<file path="src/rtl/agg_pkg.sv">
// Shared types and lane arithmetic helpers for the neighbour aggregator.
//   agg_state_t : FSM state encoding
//   sign_ext    : reinterpret the low w bits of v as signed and extend to MAX_W
//   sat_clamp   : clamp a signed MAX_W value to the signed range of w bits
package agg_pkg;

  localparam int MAX_W = 64;

  typedef enum logic [1:0] {
    ST_IDLE  = 2'd0,
    ST_ACCUM = 2'd1,
    ST_WRITE = 2'd2
  } agg_state_t;

  function automatic logic signed [MAX_W-1:0] sign_ext(input logic [MAX_W-1:0] v,
                                                        input int w);
    logic signed [MAX_W-1:0] t;
    t = signed'(v << (MAX_W - w));
    return t >>> (MAX_W - w);
  endfunction

  function automatic logic signed [MAX_W-1:0] sat_clamp(input logic signed [MAX_W-1:0] acc,
                                                         input int w);
    logic signed [MAX_W-1:0] hi;
    logic signed [MAX_W-1:0] lo;
    hi = signed'((MAX_W'(1) << (w - 1)) - MAX_W'(1));
    // In two's complement, ~(2^(w-1)-1) == -2^(w-1).
    lo = ~hi;
    if (acc > hi)      return hi;
    else if (acc < lo) return lo;
    else               return acc;
  endfunction

endpackage

</file>
<file path="src/rtl/agg_lane_acc.sv">
// Single-lane accumulator.
//   clk, rst : clock, async active-high reset
//   clr      : zero the accumulator (takes priority over add)
//   add      : add sign-extended din to the accumulator
//   din      : signed WIDTH-bit lane sample
//   sat      : accumulator clamped to the signed WIDTH range
module agg_lane_acc
  import agg_pkg::*;
#(
  parameter int WIDTH = 8,
  parameter int ACC_W = 16
) (
  input  logic             clk,
  input  logic             rst,
  input  logic             clr,
  input  logic             add,
  input  logic [WIDTH-1:0] din,
  output logic [WIDTH-1:0] sat
);

  logic [ACC_W-1:0] acc;

  always_ff @(posedge clk or posedge rst) begin
    if (rst) begin
      acc <= '0;
    end else if (clr) begin
      acc <= '0;
    end else if (add) begin
      acc <= acc + ACC_W'(sign_ext(MAX_W'(din), WIDTH));
    end
  end

  assign sat = WIDTH'(sat_clamp(sign_ext(MAX_W'(acc), ACC_W), WIDTH));

endmodule

</file>
<file path="src/rtl/neighbor_aggregator.sv">
// Neighbour aggregator: for each job, reads job_degree rows from the source
// scratchpad (0-cycle read port), sums them lane-wise with sign extension and
// writes the saturated row once to the destination scratchpad.
//   job_*   : job handshake (destination row, neighbour count)
//   nbr_*   : neighbour-address handshake, accepted only in ACCUM
//   src_*   : source scratchpad read port; src_qout is same-cycle data
//   dst_*   : destination scratchpad write port, active only in WRITE
//   busy    : not idle;  done : one-cycle pulse with dst_write_en
//
// state    | meaning
// ---------+--------------------------------------------------
// ST_IDLE  | job_ready high; accept latches dst/degree, clears lanes
// ST_ACCUM | one neighbour row summed per nbr handshake
// ST_WRITE | single-cycle saturated write of the result row
module neighbor_aggregator
  import agg_pkg::*;
#(
  parameter int WIDTH       = 8,
  parameter int PARALLELISM = 1,
  parameter int HEIGHT      = 128,
  parameter int MAX_DEG     = 255,
  localparam int AW         = $clog2(HEIGHT),
  localparam int DEG_W      = $clog2(MAX_DEG + 1),
  localparam int ACC_W      = WIDTH + DEG_W
) (
  input  logic                         clk,
  input  logic                         rst,
  input  logic                         job_valid,
  output logic                         job_ready,
  input  logic [AW-1:0]                job_dst_addr,
  input  logic [DEG_W-1:0]             job_degree,
  input  logic                         nbr_valid,
  output logic                         nbr_ready,
  input  logic [AW-1:0]                nbr_addr,
  output logic                         src_cs,
  output logic [AW-1:0]                src_read_addr,
  output logic                         src_read_en,
  input  logic [PARALLELISM*WIDTH-1:0] src_qout,
  output logic                         dst_cs,
  output logic [AW-1:0]                dst_write_addr,
  output logic                         dst_write_en,
  output logic [PARALLELISM*WIDTH-1:0] dst_din,
  output logic                         busy,
  output logic                         done
);

  agg_state_t              state, state_nxt;
  logic [DEG_W-1:0]        remaining;
  logic [AW-1:0]           dst_addr_q;
  logic [PARALLELISM*WIDTH-1:0] lane_sat;
  logic                    accept;
  logic                    nbr_fire;

  assign accept   = (state == ST_IDLE) && job_valid;
  assign nbr_fire = (state == ST_ACCUM) && nbr_valid;

  always_ff @(posedge clk or posedge rst) begin
    if (rst) begin
      state      <= ST_IDLE;
      remaining  <= '0;
      dst_addr_q <= '0;
    end else begin
      state <= state_nxt;
      if (accept) begin
        remaining  <= job_degree;
        dst_addr_q <= job_dst_addr;
      end else if (nbr_fire) begin
        remaining  <= remaining - DEG_W'(1);
      end
    end
  end

  always_comb begin
    state_nxt      = state;
    job_ready      = 1'b0;
    nbr_ready      = 1'b0;
    src_cs         = 1'b0;
    src_read_en    = 1'b0;
    src_read_addr  = '0;
    dst_cs         = 1'b0;
    dst_write_en   = 1'b0;
    dst_write_addr = '0;
    dst_din        = '0;
    done           = 1'b0;
    busy           = (state != ST_IDLE);
    case (state)
      ST_IDLE: begin
        job_ready = 1'b1;
        if (job_valid) begin
          state_nxt = (job_degree != '0) ? ST_ACCUM : ST_WRITE;
        end
      end
      ST_ACCUM: begin
        nbr_ready     = 1'b1;
        src_cs        = 1'b1;
        src_read_addr = nbr_addr;
        src_read_en   = nbr_valid;
        // Terminal count: the handshake that consumes the last neighbour.
        if (nbr_valid && (remaining == DEG_W'(1))) begin
          state_nxt = ST_WRITE;
        end
      end
      ST_WRITE: begin
        dst_cs         = 1'b1;
        dst_write_en   = 1'b1;
        done           = 1'b1;
        dst_write_addr = dst_addr_q;
        dst_din        = lane_sat;
        state_nxt      = ST_IDLE;
      end
      default: state_nxt = ST_IDLE;
    endcase
  end

  for (genvar i = 0; i < PARALLELISM; i++) begin : g_lane
    agg_lane_acc #(
      .WIDTH (WIDTH),
      .ACC_W (ACC_W)
    ) u_lane (
      .clk (clk),
      .rst (rst),
      .clr (accept),
      .add (nbr_fire),
      .din (src_qout[i*WIDTH +: WIDTH]),
      .sat (lane_sat[i*WIDTH +: WIDTH])
    );
  end

endmodule

</file>
<file path="config.mk">
export PLATFORM = sky130hd
export DESIGN_NAME = neighbor_aggregator
export DESIGN_NICKNAME = d
export VERILOG_FILES = /design/src/rtl/agg_pkg.sv /design/src/rtl/agg_lane_acc.sv /design/src/rtl/neighbor_aggregator.sv
export SDC_FILE = /design/constraint.sdc
export NUM_CORES = 1
export LEC_CHECK = 0
export CORE_MARGIN = 4
export CORE_UTILIZATION = 25
export CTS_CLUSTER_SIZE = 8
export DETAILED_ROUTE_END_ITERATION = 8
export GPL_ROUTABILITY_DRIVEN = 0
export GPL_TIMING_DRIVEN = 0
export PLACE_DENSITY = 0.51
export RECOVER_POWER = 100
export SYNTH_ARGS = -nofsm -noshare
export SYNTH_HDL_FRONTEND = slang
export SYNTH_HIERARCHICAL = 1
export SYNTH_SLANG_ARGS = --single-unit
</file>
<file path="constraint.sdc">
create_clock -name clk -period 5.1 [get_ports clk]
set_input_delay 1.275 -clock clk [delete_from_list [all_inputs] [get_ports clk]]
set_output_delay 1.275 -clock clk [all_outputs]
set_load 0.01 [all_outputs]
</file>
* Word level (Yosys, flattened, before mapping)
Index checks and enable logic that the tools add are counted.
** Storage, ports and cells
- Register bits after elaboration :: 33
- Bits of input ports :: 34
- Output and inout bits :: 30
- Logic and storage cells :: 38
** Cells by class
- $add $sub $neg :: 2
- Order comparisons :: 2
- Equality and inequality tests :: 5
- Muxes and demuxes :: 17
- Reduce and logical (&&, ||, !) cells :: 8
** Operator list (count)
- 8-bit 2-to-1 mux :: 5
- 16-bit 2-to-1 mux :: 2
- 16-bit adder :: 1
- 16-bit by 8-bit > comparator with 1-bit output (second input constant) :: 1
- 16-bit by 8-bit less-than comparator with 1-bit output (second input constant) :: 1
- 7-bit 2-to-1 mux :: 2
- 8-bit by 1-bit equality test with 1-bit output (second input constant) :: 1
- 8-bit nonzero test :: 1
- 8-bit by 1-bit subtractor with 8-bit output (second input constant) :: 1
- 2-bit 2-to-1 mux :: 3
- 1-bit 2-to-1 mux :: 4
- 2-bit case mux with 2 select lines :: 1
- 2-bit nonzero test :: 2
- 1-bit logical AND :: 3
- 2-bit by 1-bit equality test with 1-bit output (second input constant) :: 1
- 2-bit equality test (second input constant) :: 1
- 2-bit logical NOT :: 1
- 2-bit by 1-bit != test with 1-bit output (second input constant) :: 1
- 2-bit != test (second input constant) :: 1
- 2-bit AND reduction :: 1

* Depth between registers and ports, before layout
- Depth after elaboration :: 4
- Mapped depth :: 9
- Depth with buffers taken out :: 9

* Hierarchy
Netlist, hierarchy kept.
** Modules (own cells, without submodules)
- agg_lane_acc :: instances 1, cells an instance 190, area an instance 1614.0 sq um, seq. area each 400.4 sq um
- neighbor_aggregator :: instances 1, cells an instance 123, area an instance 1048.5 sq um, seq. area each 425.4 sq um

* Worst setup path after synthesis
No wires, ideal clock.
- Kind :: in2reg
- Start point :: input port src_qout[0]
- End point :: register g_lane[0].u_lane.acc[10]
- Library setup time :: 131 ps
- Data arrival time :: 2961 ps
- Data required time :: 4969 ps
- Slack :: 2007 ps
- Cell stages on the path :: 9
- Buffers on the path :: 0
- Path through :: ha_1 inv_1 fa_1 nor2b_4 o31ai_2 a211oi_2 a31oi_1 and4b_1 or3_1
** On the way
- Word-level cells in the longest chain between the ends :: 3
** RTL lines
- from (decl) :: line neighbor_aggregator.sv:38 : input logic [PARALLELISM*WIDTH-1:0] src_qout,
- 16-bit adder :: line agg_lane_acc.sv:29 : acc <= acc + ACC_W'(sign_ext(MAX_W'(din), WIDTH));
- 16-bit 2-to-1 mux :: line agg_lane_acc.sv:28 : end else if (add) begin
- 16-bit 2-to-1 mux :: line agg_lane_acc.sv:26 : end else if (clr) begin
- to (signal assigned) :: line agg_lane_acc.sv:29
- to (decl) :: line agg_lane_acc.sv:21 : logic [ACC_W-1:0] acc;
No other way between the ends. The select of a mux whose other input is x is not followed.
A chain may end at the register's enable or synchronous reset.

* Worst setup path in the final report
- Start point :: input port nbr_valid
- End point :: output port src_read_en
** On the way
- Word-level cells in the longest chain between the ends :: 1
** RTL lines
- from (decl) :: line neighbor_aggregator.sv:32 : input logic nbr_valid,
- 1-bit 2-to-1 mux :: line neighbor_aggregator.sv:86 : case (state)
- to (decl) :: line neighbor_aggregator.sv:37 : output logic src_read_en,
No other way between the ends.

==> results.md <==
- CP Max Fanout: 12
- Number of global-route vias before repair: 2,518
- CP Class: in2out
- Mapped cell area: 2660 um^2
- Share of layout cells above drive strength 1: 0.0599
- Worst-path clk slew: 0.08 ns
- RSZ-0062 raised after global routing: no
- Fill cells: 1,108
- Sequential share of the synthesized area: 0.310
- Worst Skew: 0.0112 ns
- Final min period: 4.28 ns
- Clk_lat worst skew: 0.29 ns
- DRC: 0
- N_diodes: 0
- Clock buffer depth: 2
- Register-to-register setup slack: 2.00 ns
- Reg power frac: 0.284
- Sw power: 0.776 mW
- Primary FF master, synth: dfrtp_1
- Slew @ Worst Pin: 0.693 ns
- Crit path launch type: input port
- Hold Crit Class: reg2reg
- Nets@finish: 435
- Synth area leaders: dfrtp_1, ha_1, nand2_1
- Post-synth EDFFs: 0
- Max Cap Viol: 0
- Seq cells post-synth: 33
- Clock buffer count from CTS: 5
- Root Buffer Master: clkbuf_8
- Slew Limit Fails: 0
- Worst EP arrival: 3.01 ns
- Fraction of synthesized cell area taken by the top area cell type: 0.310
- Synth Net Count: 365
- Starting Density: 0.257
- Power per cell area: 499 nW/um^2
- CTS resizes: 0
- Slew HR: 0.538
- Part of the power in combinational logic: 0.572
- Hold Path Depth: 2
- Initial DRT Pass Iterations: 4
- End of the worst register-to-register path: g_lane[0].u_lane/acc[13]
- Die Ht: 111 um
- Worst vdd ir: 0.160 mV
- Grt total ovfl: 0
- Hold buffer count at CTS: 0
- CP endpoint kind: primary output
- Layout area overhead: 33.7%
- Die width: 111 um
- Synthesized area per cell: 8.51 um^2
- Beginning of the worst register-to-register path: state[0]
- Most frequent cells in the layout: nand2_1, clkdlybuf4s50_1, dfrtp_1
- Post-detail-place hpwl: 5.87 mm
- Gate Count Post-Synth: 313
- Max Clock Freq: 234 MHz
- R2R depth: 8
- Final period utilization: 0.840
- Critical Path Start: nbr_valid
- Global-route usage over all layers: 0.120
- Worst Path Required: 3.83 ns
- CTS tree: built
- Clk pwr share: 0.144
- Std-Cell Rows: 37
- Final ANT Viol Nets: 0
- Cell taking the most area after synthesis: dfrtp_1
- Area occupied by multi-input gates: 1670 um^2
- Initial antenna violation count: 0
- Area post-placement: 3460 um^2
- Avg WL per Cell: 14.3 um
- Die ar.: 12,400 um^2
- Final Hold Fails: 0
- Sum Neg Setup Slack: 0 ns
- Core area: 10,400 um^2
- Initial DRC Count: 101
- I/O Pins: 64
- Vias per cell: 4.85
- Post-route cell area: 3560 um^2
- Post CTS Setup Buffer Count: 0
- Routed WL: 7.43 mm
- Post-synthesis async set-or-reset flop share: 1.00
- Status: completed
- # setup viols final: 0
- Commonest non-fill, non-tap cell in the layout: nand2_1
- Largest net degree at the start of global routing: 18
- H-Tree Depth: 2
- Pleak: 1.56 nW
- Sw Share: 0.437
- CP Capture Point: src_read_en
- Pint: 1.00 mW
- Sink Count: 33
- # port buffers: 63
- Post-synth cell types: 64
- First-pass GRT wire length: 12.5 mm
- Total number of vias: 2,522
- Sequential cell area: 826 um^2
- Syn. warnings: 6
[sequential cells by signal (all words and copies together) (netlist names)]
signal and count:
g_lane.u_lane/acc 16, remaining 8, dst_addr_q 7, state 2
[area by class of cell]
cell class,count,share of cell area
multi-input combinational,247,0.469
sequential,33,0.232
inverter,17,0.0179
timing repair buffer,63,0.177
buffer,16,0.0243
clock inverter,3,0.0130
clock buffer,5,0.0193
tap,136,0.0478
[synthesized netlist by cell type (all sizes together), types with 5 or more instances]
cell type	count
a21oi	17
o21ai	14
o21a	9
nor2	23
inv	17
and2	23
nand2	41
a21o	5
mux2i	9
dfrtp	33
nor2b	5
nand3	6
buf	9
ha	17
nand2b	6
clkbuf	6
xnor2	5
a31oi	5
[how the worst min path moves through the flow]
stage | slack (ns) | from | to
after detailed placement | 0.46 | dst_addr_q[6] | dst_addr_q[6]
after CTS | 0.48 | dst_addr_q[6] | dst_addr_q[6]
after global placement | 0.45 | dst_addr_q[3] | dst_addr_q[3]
after global routing | 0.49 | dst_addr_q[0] | dst_addr_q[0]
final | 0.47 | dst_addr_q[1] | dst_addr_q[1]
after floorplan | 0.44 | dst_addr_q[0] | dst_addr_q[0]
[layer usage]
layer | up-vias | wire (um) | track usage
met1 | 1185 | 3560 | 0.162
met3 | 7 | 482 | 0.0333
met2 | 70 | 3320 | 0.195
met5 | - | 0 | 0
li1 | 1260 | - | -
met4 | 0 | 59 | 0.0219
[power groups by stage]
stage / clock (mW) / sequential [mW] / combinational (mW)
floorplan: 0 / 0.472 / 0.778
global placement: 0 / 0.507 / 1.02
detailed placement: 0 / 0.510 / 1.03
CTS: 0.263 / 0.505 / 1.04
global route: 0.273 / 0.526 / 1.15
finish: 0.256 / 0.505 / 1.02
[worst max-delay path, stage by stage]
cell and delay (ns):
clkdlybuf4s50_1 0.50, nand3b_2 0.17, inv_1 0.38, dlygate4sd3_1 0.68
[cells by family (layout without fill, tap and decap cells)]
| kind of cell | Yosys count | after routing | share of synthesized area |
|---|---|---|---|
| AO/OA/AOI/OAI | 77 | 77 | 0.203 |
| XOR/XNOR | 8 | 8 | 0.0263 |
| adder cells (fa/ha/maj) | 18 | 18 | 0.0874 |
| buffers and inverters | 33 | 104 | 0.0634 |
| flip-flops | 33 | 33 | 0.310 |
| multiplexers | 9 | 9 | 0.0338 |
| AND/OR/NAND/NOR | 135 | 135 | 0.275 |
[stage by stage]
stage	instances	hold WS, ns	total power [mW]	utilization	worst slack, ns
final	520	0.470	1.78	0.343	0.818
after global routing	520	0.489	1.95	0.343	0.707
after CTS	520	0.475	1.80	0.345	1.03
after detailed placement	512	0.456	1.54	0.334	1.04
after global placement	512	0.453	1.52	0.334	1.04
after floorplan	313	0.437	1.25	-	2.01
No activity file was read; power rests on OpenSTA's default activity.
